--- config.mk ---
export PLATFORM = sky130hd
export DESIGN_NAME = nmix_inv
export DESIGN_NICKNAME = d
export VERILOG_FILES = /design/src/rtl/nmix_pkg.sv /design/src/rtl/nmix_fwd_comb.sv /design/src/rtl/nmix_inv.sv
export SDC_FILE = /design/constraint.sdc
export NUM_CORES = 1
export LEC_CHECK = 0
export ABC_AREA = 1
export BUFFER_PORTS_ARGS = -buffer_cell sky130_fd_sc_hd__buf_4
export CORE_ASPECT_RATIO = 0.7
export CORE_MARGIN = 8
export CORE_UTILIZATION = 25
export CTS_CLUSTER_DIAMETER = 40
export DETAILED_ROUTE_END_ITERATION = 10
export PLACE_DENSITY = 0.53
export SETUP_SLACK_MARGIN = 0.3
export SYNTH_ARGS = -nofsm -noshare
export SYNTH_HDL_FRONTEND = slang
export SYNTH_SLANG_ARGS = --single-unit
--- constraint.sdc ---
create_clock -name clk -period 3.9 [get_ports clk]
set_input_delay 0.78 -clock clk [delete_from_list [all_inputs] [get_ports clk]]
set_output_delay 0.78 -clock clk [all_outputs]
set_load 0.05 [all_outputs]
--- src/rtl/nmix_pkg.sv ---
// Shared NMIX definitions: word width, inverse-FSM state encoding and the
// combinational forward mixer used by the self-check and the bench model.
package nmix_pkg;

    localparam int unsigned NMIX_W = 32;

    typedef enum logic [1:0] {
        IDLE = 2'd0,
        RUN  = 2'd1,
        DONE = 2'd2
    } nmix_inv_state_t;

    // Forward NMIX: y[i] = x[i]^r[i]^(x[i-1]&x[i-2])^(r[i-1]&r[i-2])^XOR_{j<i}(x[j]&r[j])
    function automatic logic [NMIX_W-1:0] nmix_fwd(input logic [NMIX_W-1:0] x,
                                                   input logic [NMIX_W-1:0] r);
        logic [NMIX_W-1:0] y;
        logic s;
        logic xp1;
        logic xp2;
        logic rp1;
        logic rp2;
        y   = '0;
        s   = 1'b0;
        xp1 = 1'b0;
        xp2 = 1'b0;
        rp1 = 1'b0;
        rp2 = 1'b0;
        for (int unsigned i = 0; i < NMIX_W; i++) begin
            y[i] = x[i] ^ r[i] ^ (xp1 & xp2) ^ (rp1 & rp2) ^ s;
            s    = s ^ (x[i] & r[i]);
            xp2  = xp1;
            xp1  = x[i];
            rp2  = rp1;
            rp1  = r[i];
        end
        return y;
    endfunction

endpackage

--- src/rtl/nmix_fwd_comb.sv ---
// Combinational forward NMIX of a W-bit word (W <= NMIX_W); zero-extension is
// safe because every output bit depends only on lower-or-equal input bits.
module nmix_fwd_comb
    import nmix_pkg::*;
#(
    parameter int unsigned W = NMIX_W
)(
    input  logic [W-1:0] x,
    input  logic [W-1:0] r,
    output logic [W-1:0] y
);

    assign y = W'(nmix_fwd(NMIX_W'(x), NMIX_W'(r)));

endmodule

--- src/rtl/nmix_inv.sv ---
// Bit-serial NMIX inverse: recovers X from mixed word Y and key R, LSB first,
// one bit per clock. Optional result self-check under NMIX_INV_SELFCHECK_EN.
module nmix_inv
    import nmix_pkg::*;
#(
    parameter int unsigned WIDTH = NMIX_W
)(
    input  logic             clk,
    input  logic             reset_n,
    input  logic             start,
    input  logic [WIDTH-1:0] Y,
    input  logic [WIDTH-1:0] R,
    output logic             ready,
    output logic             busy,
    output logic             valid,
    output logic [WIDTH-1:0] X
`ifdef NMIX_INV_SELFCHECK_EN
    ,
    output logic             err
`endif
);

    localparam int unsigned IDX_W = (WIDTH > 1) ? $clog2(WIDTH) : 1;
    localparam logic [IDX_W-1:0] IDX_LAST = IDX_W'(WIDTH - 1);

    nmix_inv_state_t  state;
    nmix_inv_state_t  state_d;
    logic             ready_d;
    logic             busy_d;
    logic             valid_d;

    logic [WIDTH-1:0] yl;
    logic [WIDTH-1:0] rl;
    logic [IDX_W-1:0] idx;
    logic             s;
    logic             xp1;
    logic             xp2;
    logic             rp1;
    logic             rp2;

    logic             accept_c;
    logic             run_c;
    logic             last_c;
    logic             bit_c;
    logic [WIDTH-1:0] x_next_c;

    assign accept_c = ready & start;
    assign run_c    = (state == RUN);
    assign last_c   = run_c & (idx == IDX_LAST);
    assign bit_c    = yl[idx] ^ rl[idx] ^ (xp1 & xp2) ^ (rp1 & rp2) ^ s;
    assign x_next_c = {bit_c, X[WIDTH-1:1]};

    // Next-state and next-output decode; start while running is ignored
    always_comb begin
        state_d = state;
        unique case (state)
            IDLE, DONE: if (start) state_d = RUN;
            RUN:        if (idx == IDX_LAST) state_d = DONE;
            default:    state_d = IDLE;
        endcase
        ready_d = (state_d != RUN);
        busy_d  = (state_d == RUN);
        valid_d = (state_d == DONE);
    end

    // State and handshake output registers
    always_ff @(posedge clk or negedge reset_n) begin
        if (!reset_n) begin
            state <= IDLE;
            ready <= 1'b1;
            busy  <= 1'b0;
            valid <= 1'b0;
        end else begin
            state <= state_d;
            ready <= ready_d;
            busy  <= busy_d;
            valid <= valid_d;
        end
    end

    // Operand latch and per-bit recovery; X shifts in from the MSB so bit 0
    // lands at the LSB after WIDTH cycles
    always_ff @(posedge clk or negedge reset_n) begin
        if (!reset_n) begin
            yl  <= '0;
            rl  <= '0;
            X   <= '0;
            idx <= '0;
            s   <= 1'b0;
            xp1 <= 1'b0;
            xp2 <= 1'b0;
            rp1 <= 1'b0;
            rp2 <= 1'b0;
        end else if (accept_c) begin
            yl  <= Y;
            rl  <= R;
            X   <= '0;
            idx <= '0;
            s   <= 1'b0;
            xp1 <= 1'b0;
            xp2 <= 1'b0;
            rp1 <= 1'b0;
            rp2 <= 1'b0;
        end else if (run_c) begin
            X   <= x_next_c;
            s   <= s ^ (bit_c & rl[idx]);
            xp2 <= xp1;
            xp1 <= bit_c;
            rp2 <= rp1;
            rp1 <= rl[idx];
            if (idx != IDX_LAST) idx <= idx + IDX_W'(1);
        end
    end

`ifdef NMIX_INV_SELFCHECK_EN
    logic [WIDTH-1:0] y_fwd_c;

    nmix_fwd_comb #(.W(WIDTH)) u_fwd (
        .x (x_next_c),
        .r (rl),
        .y (y_fwd_c)
    );

    // Re-mix the final result on entry to DONE and flag any disagreement
    always_ff @(posedge clk or negedge reset_n) begin
        if (!reset_n) begin
            err <= 1'b0;
        end else if (accept_c) begin
            err <= 1'b0;
        end else if (last_c) begin
            err <= (y_fwd_c != yl);
        end
    end
`else
    logic unused_c;
    assign unused_c = last_c;
`endif

endmodule

Yosys cells after proc, flatten, opt, wreduce, memory -nomap -nowiden
Index checks and enable logic that the tools add are counted.
{"block": "classes", "n_addsub": 1, "magnitude_cmp": 1, "n_eq_ne": 7, "muxes": 22, "bitwise": 9, "n_reduce_logical": 5}
{"operator": "$mux 32", "count": 2}
{"operator": "$mux 5", "count": 3}
{"operator": "$mux 1", "count": 12}
{"operator": "$bmux 1 s5", "count": 2}
{"operator": "$lt 5x6->1 const B", "count": 1}
{"operator": "$add 5x1->5 const B", "count": 1}
{"operator": "$eq 5x5->1 const B", "count": 1}
{"operator": "$ne 5x5->1 const B", "count": 1}
{"operator": "$xor 1x1->1", "count": 5}
{"operator": "$and 1x1->1", "count": 4}
{"operator": "$eq 2x1->1 const B", "count": 2}
{"operator": "$eq 2x2->1 const B", "count": 2}
{"operator": "$mux 2", "count": 2}
{"operator": "$pmux 2 s2", "count": 1}
{"operator": "$reduce_bool 2->1", "count": 2}
{"operator": "$logic_not 2->1", "count": 1}
{"operator": "$ne 2x1->1 const B", "count": 1}
{"operator": "$reduce_and 2->1", "count": 1}
{"operator": "$reduce_or 2->1", "count": 1}
{"block": "word_totals", "register_bits": 111, "input_bits": 67, "out_inout_bits": 35, "elab_cells": 58}

Longest topological paths before layout
Gate-level depths: netlist (run 1).
{"block": "logic_depth", "word_depth": 10, "ltp_mapped": 17, "depth_no_buf": 16}

Worst setup path before layout (run 1)
OpenSTA, ideal clock, no wires.
{"block": "synth_timing", "path_kind": "input to register", "startpoint": "in start", "endpoint": "reg X[1]", "arrival_ns": 1.727, "slack_ns": 2.090, "path_stages": 6, "n_path_buf": 1, "path_cell_list": "nand2_1 inv_2 nor2_1 inv_1 clkbuf_1 o22ai_1"}
{"block": "synth_between", "elab_chain_len": 2, "elab_cells_between_ends": 3}
{"element": "start, declared", "line": "nmix_inv.sv:10", "source": "input logic start,"}
{"element": "$and 1x1->1 *", "line": "nmix_inv.sv:47", "source": "assign accept_c = ready & start;"}
{"element": "$mux 32 or $reduce_bool 2->1 (tied branches)"}
{"element": "end signal, assigned", "line": "nmix_inv.sv:105", "source": "X <= x_next_c;"}
{"element": "end, declared", "line": "nmix_inv.sv:16", "source": "output logic [WIDTH-1:0] X"}
Mark *: on every way between the ends. The rest lies on a longest branch, timed or not.
A chain may end at the register's enable or synchronous reset.

Final worst setup path (run 1)
{"block": "layout_timing", "startpoint": "reg ready", "endpoint": "reg X[24]"}
{"block": "layout_between", "elab_chain_len": 2, "elab_cells_between_ends": 3}
{"element": "start, declared", "line": "nmix_inv.sv:13", "source": "output logic ready,"}
{"element": "start signal, assigned", "line": "nmix_inv.sv:75", "source": "ready <= ready_d;"}
{"element": "$and 1x1->1 *", "line": "nmix_inv.sv:47"}
{"element": "$mux 32 or $reduce_bool 2->1 (tied branches)"}
Marked as above.

==> results.cfg, run 1 <==
[critical_path]
critPathLaunchType = flop
cp_max_fo = 34
cp.required_ns = 4.08
reg2reg_depth = 5
r2r_start = ready
cp_data_arrival_time_ns = 2.49
worst_setup_path_end_kind = flop
crit_start = ready
worstSetupPathType = reg2reg

[clocking]
cts_root_buf = clkbuf_16
hold_buffers = 0
cts_max_level = 3
path_clk_slew_ns = 0.07
worst_skew_pair.late_latency_ns = 0.35
postCtsResizedCells = 0
cts_buffers = 9
cts_sinks = 109
cts_tree = done
cts_setup_buffers = 0
cts_buffer_depth = 2

[routing]
vias = 4008
dr.pass1.iters = 4
route.detailed.drc = 0
drt-initial-drc-count = 270
wl_per_cell_microns = 14.50
viasPerCell = 4.291
wl_microns = 13550
antenna_left = 0

[sta]
finalSetupTns_ns = 0
whs_ns = 0.4470
finalSetupViolations = 0
rsz0062_at_grt = false
drv_slew = 0
fmax_ghz = 0.4319
skew_ns = 0.008715
post-route-period-util = 0.5937
finalHoldViolCount = 0
relSlewSlack = 0.3563
worst_pin_slew_ns = 0.9645
period_minus_slack_ns = 2.315

[synth]
syn-num-nets = 670
synth_cells = 601
syn_avg_cell_area_sq_um = 8.026
yosysSeqAreaShare = 0.5658
synth_area_sq_um = 4823
synthDistinctLibCells = 23
yosys_register_bits = 109
yosysWarnings = 0

[layout]
antenna_cells = 0
drive_above_1_share = 0.1879
finish.utilization = 0.3235
syn2layout_area_growth_pct = 26.90
multi_input_area_sq_um = 1738
ff_latch_area_sq_um = 2729
layout.nets = 756
finalInstanceArea_sq_um = 6121
nFillCells = 2038

[power]
ir_drop_mv = 0.2521
cellLeakagePower_uw = 0.003197
power_density_nw_per_um2 = 881.0

[placement]
hpwlAfterDp_microns = 9546
gp_congestion = 0.7239
portBuffers = 101
place_area_sq_um = 5781

[floorplanning]
die-area_sq_um = 24070
start_util = 0.2550
dieHeight_microns = 132.2
coreArea_sq_um = 18920
die_w_microns = 182.0
io_pins = 102
rows = 42

[global_route]
grt.total_usage = 0.1145
grt_pass1_wl_microns = 21980
grt_pass1_vias = 4064
grt_max_degree = 64
gr-total-overflow = 0
antenna_found_initial = 0

[job]
cap_violations = 0

[worst_hold_path]
holdCritPathClass = in2async

[run_status]
outcome = complete, no violations
logic make-up (layout without fill, tap and decap cells):
group	Yosys count	in the layout	share of synthesized area
buffers and inverters	86	177	0.07445
DFF	109	109	0.5658
AOI/OAI and AO/OA	60	60	0.07030
and+or+nand+nor	344	344	0.2843
adders and majority gates	2	2	0.005187
metrics by stage:
stage	std cells	setup WS, ns	total power (uW)
5_1_grt	934	1.339	5847
4_1_cts	934	1.557	5475
3_3_place_gp	918	1.267	4394
3_5_place_dp	918	1.220	4400
6_report	934	1.585	5392
2_1_floorplan	601	2.090	3692
cell type report:
class / instances / area share
repair buffers: 105 / 0.1308
clock buffers: 11 / 0.03802
multi-input cells: 406 / 0.2839
clock inverters: 5 / 0.01758
inverters: 56 / 0.03434
flip-flops and latches: 109 / 0.4458
well taps: 242 / 0.04947
cell usage after synthesis (all sizes together):
cell | number | area (sq um)
nor4 | 1 | 6.260
nor2 | 6 | 25.03
nor3 | 4 | 20.02
dfstp | 1 | 26.28
dfrtp | 108 | 2703
a21oi | 10 | 50.05
a31oi | 1 | 6.260
ha | 2 | 25.02
nand2 | 287 | 1080
clkbuf | 15 | 56.30
o21ai | 19 | 95.09
inv | 56 | 210.2
buf | 15 | 92.58
nand3 | 46 | 240.2
o22ai | 30 | 187.7
flip-flops by register name, indices dropped and copies added (netlist names):
register,cells
valid,1
ready,1
rp1,1
rp2,1
yl,32
X,32
idx,5
rl,32
state,2
busy,1
s,1
power breakdown:
part           total (uW)  switching [uW]  internal [uW]
Sequential           1940             310           1630
Combinational        2410            1640            764
Clock                1040             413            632
path summary, 6_finish.rpt:
path,endpoint,slack (ns)
max in group asynchronous,ready,2.67
min in group clk,yl[18],0.48
worst min-delay path,rl[10],0.45
worst max-delay path,X[24],1.58
worst min register to register,yl[18],0.48
worst max register to register,X[24],1.58
cell usage in the layout, fill, tap and decap left out, types with 9 or more instances in the layout:
cell | netlist | routed
clkbuf_16 | 0 | 9
o22ai_1 | 30 | 30
dfrtp_1 | 108 | 108
o21ai_0 | 16 | 16
nand3_1 | 44 | 44
nand2_1 | 286 | 285
inv_1 | 51 | 51
buf_4 | 4 | 104
a21oi_1 | 10 | 10
routing by layer:
| metal | part of all wire | track usage | wire (microns) |
|---|---|---|---|
| met5 | 0 | 0 | 0 |
| met3 | 0.063 | 0.03882 | 857 |
| met4 | 0.0088 | 0.02589 | 119 |
| met2 | 0.41 | 0.1603 | 5533 |
| met1 | 0.52 | 0.1654 | 7036 |
worst max-delay path, cell delays in order (launching register included):
cell     delay (ns)
dfstp_2        0.55
nand2_2        0.06
inv_2          0.40
nor2_1         0.20
inv_1          0.74
o22ai_1        0.18
No activity file was read; power rests on OpenSTA's default activity.
==> run 2, diff against run 1 <==
- ABC_AREA: 1 -> 0
- clock period: 3.9 -> 2.45 ns (I/O delays scaled with it)
==> run 2 against run 1 <==
  * Worst setup slack worse by 1.2 ns
  * Non-clock buffer count is 11 higher
  * Sequential power is 66% higher
  * Clock power is 29% higher
  * Global-route usage is 0.42 points lower
  * Worst hold slack worse by 0.34 ns
  * Via count is 3.9% lower
  * Critical path type unchanged
  * Critical endpoint is now X[31]
  * Largest power group unchanged
==> results.cfg, run 2 <==
[sta]
post-route-period-util = 0.8544
rsz0062_at_grt = true
fmax_ghz = 0.4777
skew_ns = 0.007690
finalHoldViolCount = 0
drv_slew = 0
relSlewSlack = 0.6079
finalSetupViolations = 0
period_minus_slack_ns = 2.093
setup_ws_ns = 0.3567
whs_ns = 0.1094
finalSetupTns_ns = 0
worst_pin_slew_ns = 0.5855

[layout]
final_common_cell = nand2_1
ff_latch_area_sq_um = 2730
drive_above_1_share = 0.2210
multi_input_area_sq_um = 1996
finalInstanceArea_sq_um = 6261
antenna_cells = 0
layout.nets = 712
top_regs = X (32), rl (32), yl (32)
syn2layout_area_growth_pct = 28.74
nFillCells = 1985
final_cell_mix = 272 x nand2_1, 110 x buf_4, 107 x dfrtp_1, 36 x a21oi_1, 28 x mux2i_1

[synth]
ys_top_cells_by_area = dfrtp_1 56%, nand2_1 21%, mux2i_1 6.0%
synth_cells = 551
syn-num-nets = 620
synth.most_common_cell = nand2_1
synth_top_cell_by_area = dfrtp_1
yosys_register_bits = 109
yosysTopAreaCellShare = 0.5557
synth_area_sq_um = 4863
synth_edf_count = 0
asyncSetResetFlopFracSynth = 1.000
yosysSeqAreaShare = 0.5611
yosysWarnings = 0
synth_ff_type = dfrtp_1
synth_commonest_cells = 273 x nand2_1, 108 x dfrtp_1, 36 x a21oi_1, 29 x mux2i_1, 20 x clkbuf_1
syn_avg_cell_area_sq_um = 8.827
synthDistinctLibCells = 37

[critical_path]
cp_max_fo = 17
worstPathCellList = buf_6 -> mux2i_1 -> a22oi_1 -> nand2_1 -> o31a_1 -> and3b_1 -> o211a_1 -> o41ai_2
crit_start = idx[0]
slowest_stage = dfrtp_2
rrSetupSlack_ns = 0.36
reg2reg_to = X[31]
cp_data_arrival_time_ns = 2.35
worstSetupPathType = reg2reg
crit_path_end = X[31]
r2r_start = idx[0]
cp.required_ns = 2.70
critPathLaunchType = flop
critPathMaxStageDelay_ns = 0.43
reg2reg_depth = 8
worst_setup_path_end_kind = flop

[floorplanning]
die-area_sq_um = 24240
rows = 42
start_util = 0.2564
coreArea_sq_um = 18970
die_w_microns = 182.7
dieHeight_microns = 132.7
io_pins = 102

[clocking]
cts_max_level = 3
cts_tree = done
worst_skew_pair.late_latency_ns = 0.35
path_clk_slew_ns = 0.07
cts_sinks = 109
cts_buffers = 9
cts_root_buf = clkbuf_16
cts_setup_buffers = 0
cts_buffer_depth = 2

[global_route]
grt_pass1_vias = 3927
grtUsageMet1 = 0.1678
grt.total_usage = 0.1103
use_met2 = 0.1450
grt_pass1_wl_microns = 21360
grt_max_degree = 38
antenna_found_initial = 0
busiest_layer = met1
use_met3 = 0.03336
gr-total-overflow = 0

[job]
cap_violations = 0

[routing]
route.detailed.drc = 0
wl_per_cell_microns = 14.63
vias = 3851
dr.pass1.iters = 4
antenna_left = 0
wl_microns = 13330
viasPerCell = 4.227
drt-initial-drc-count = 272

[placement]
place_ws_ns = 0.2363
gp_congestion = 0.7953
place_area_sq_um = 5966
hpwlAfterDp_microns = 9661
portBuffers = 101

[power]
ir_drop_mv = 0.3669
cellLeakagePower_uw = 0.003161
power_density_nw_per_um2 = 1378

[worst_hold_path]
holdCritPathClass = in2async

[run_status]
outcome = complete, no violations
==> run 2: cell count changes in the layout (fill, tap and decap cells not counted), sizes merged, moves of 4 or more <==
cell    delta
buf       +11
nand3     -42
inv       -55
nand2     -14
nor3       -4
o22ai     -28
a21oi     +26
mux2i     +29
a211oi     +5
a22oi     +12
nor2b      +6
o21ai     -13
==> run 2: layer usage <==
layer | vias to the layer above | share of wire
li1 | 1957 | -
met1 | 1797 | 0.55
met2 | 85 | 0.39
met3 | 12 | 0.053
met4 | 0 | 0.0095
met5 | - | 0
==> run 2: repair_timing <==
item,in CTS,in global routing
hold buffers,0,0
endpoints found under the setup margin,1,4
hold endpoints to repair,0,0
resized for setup,5,6
pin swaps,0,0
==> run 2: area by class of cell <==
cell class              count  share of cell area
well taps                 264             0.05276
flip-flops and latches    109              0.4361
multi-input cells         405              0.3187
inverters                   2            0.001199
clock inverters             4            0.004396
clock buffers              11             0.03717
repair buffers            116              0.1497
==> run 2: worst min path at each step <==
stage | startpoint | to | slack, ns | depth (start not counted)
finish | reset_n | rl[26] | 0.11 | 1
global route | reset_n | rl[24] | 0.12 | 1
CTS | reset_n | rl[12] | 0.11 | 1
detailed placement | rl[18] | rl[18] | 0.46 | 2
global placement | rl[18] | rl[18] | 0.46 | 2
floorplan | reset_n | X[0] | 0.19 | 0
==> run 2: per-stage QoR <==
step	instances	total power (uW)	utilization
6_report	911	8631	0.3300
5_1_grt	911	9284	0.3300
4_1_cts	911	8707	0.3288
3_5_place_dp	896	7276	0.3145
3_3_place_gp	896	7235	0.3145
2_1_floorplan	551	5998	-
==> run 2: report_power, final <==
group / switching (uW) / internal [uW] / total (uW)
registers: 597 / 2620 / 3220
clock network: 655 / 686 / 1340
logic: 2530 / 1540 / 4070
==> run 2: worst max-delay path, delay by kind of cell, from the launching register on <==
family,cells,cell delay [ns]
AO/OA/AOI/OAI,4,0.93
AND/OR/NAND/NOR,2,0.32
flip-flops,1,0.43
buffers and inverters,1,0.18
multiplexers,1,0.15
==> run 2: kinds of logic (layout without fill, tap and decap cells) <==
| kind of cell | Yosys count | count (layout) | share of synthesized area |
|---|---|---|---|
| XOR/XNOR | 4 | 4 | 0.007205 |
| buffers and inverters | 37 | 133 | 0.03653 |
| adder cells (fa/ha/maj) | 2 | 2 | 0.005145 |
| multiplexers | 29 | 29 | 0.05969 |
| AO/OA/AOI/OAI | 68 | 68 | 0.08516 |
| flip-flops | 109 | 109 | 0.5611 |
| AND/OR/NAND/NOR | 302 | 302 | 0.2452 |
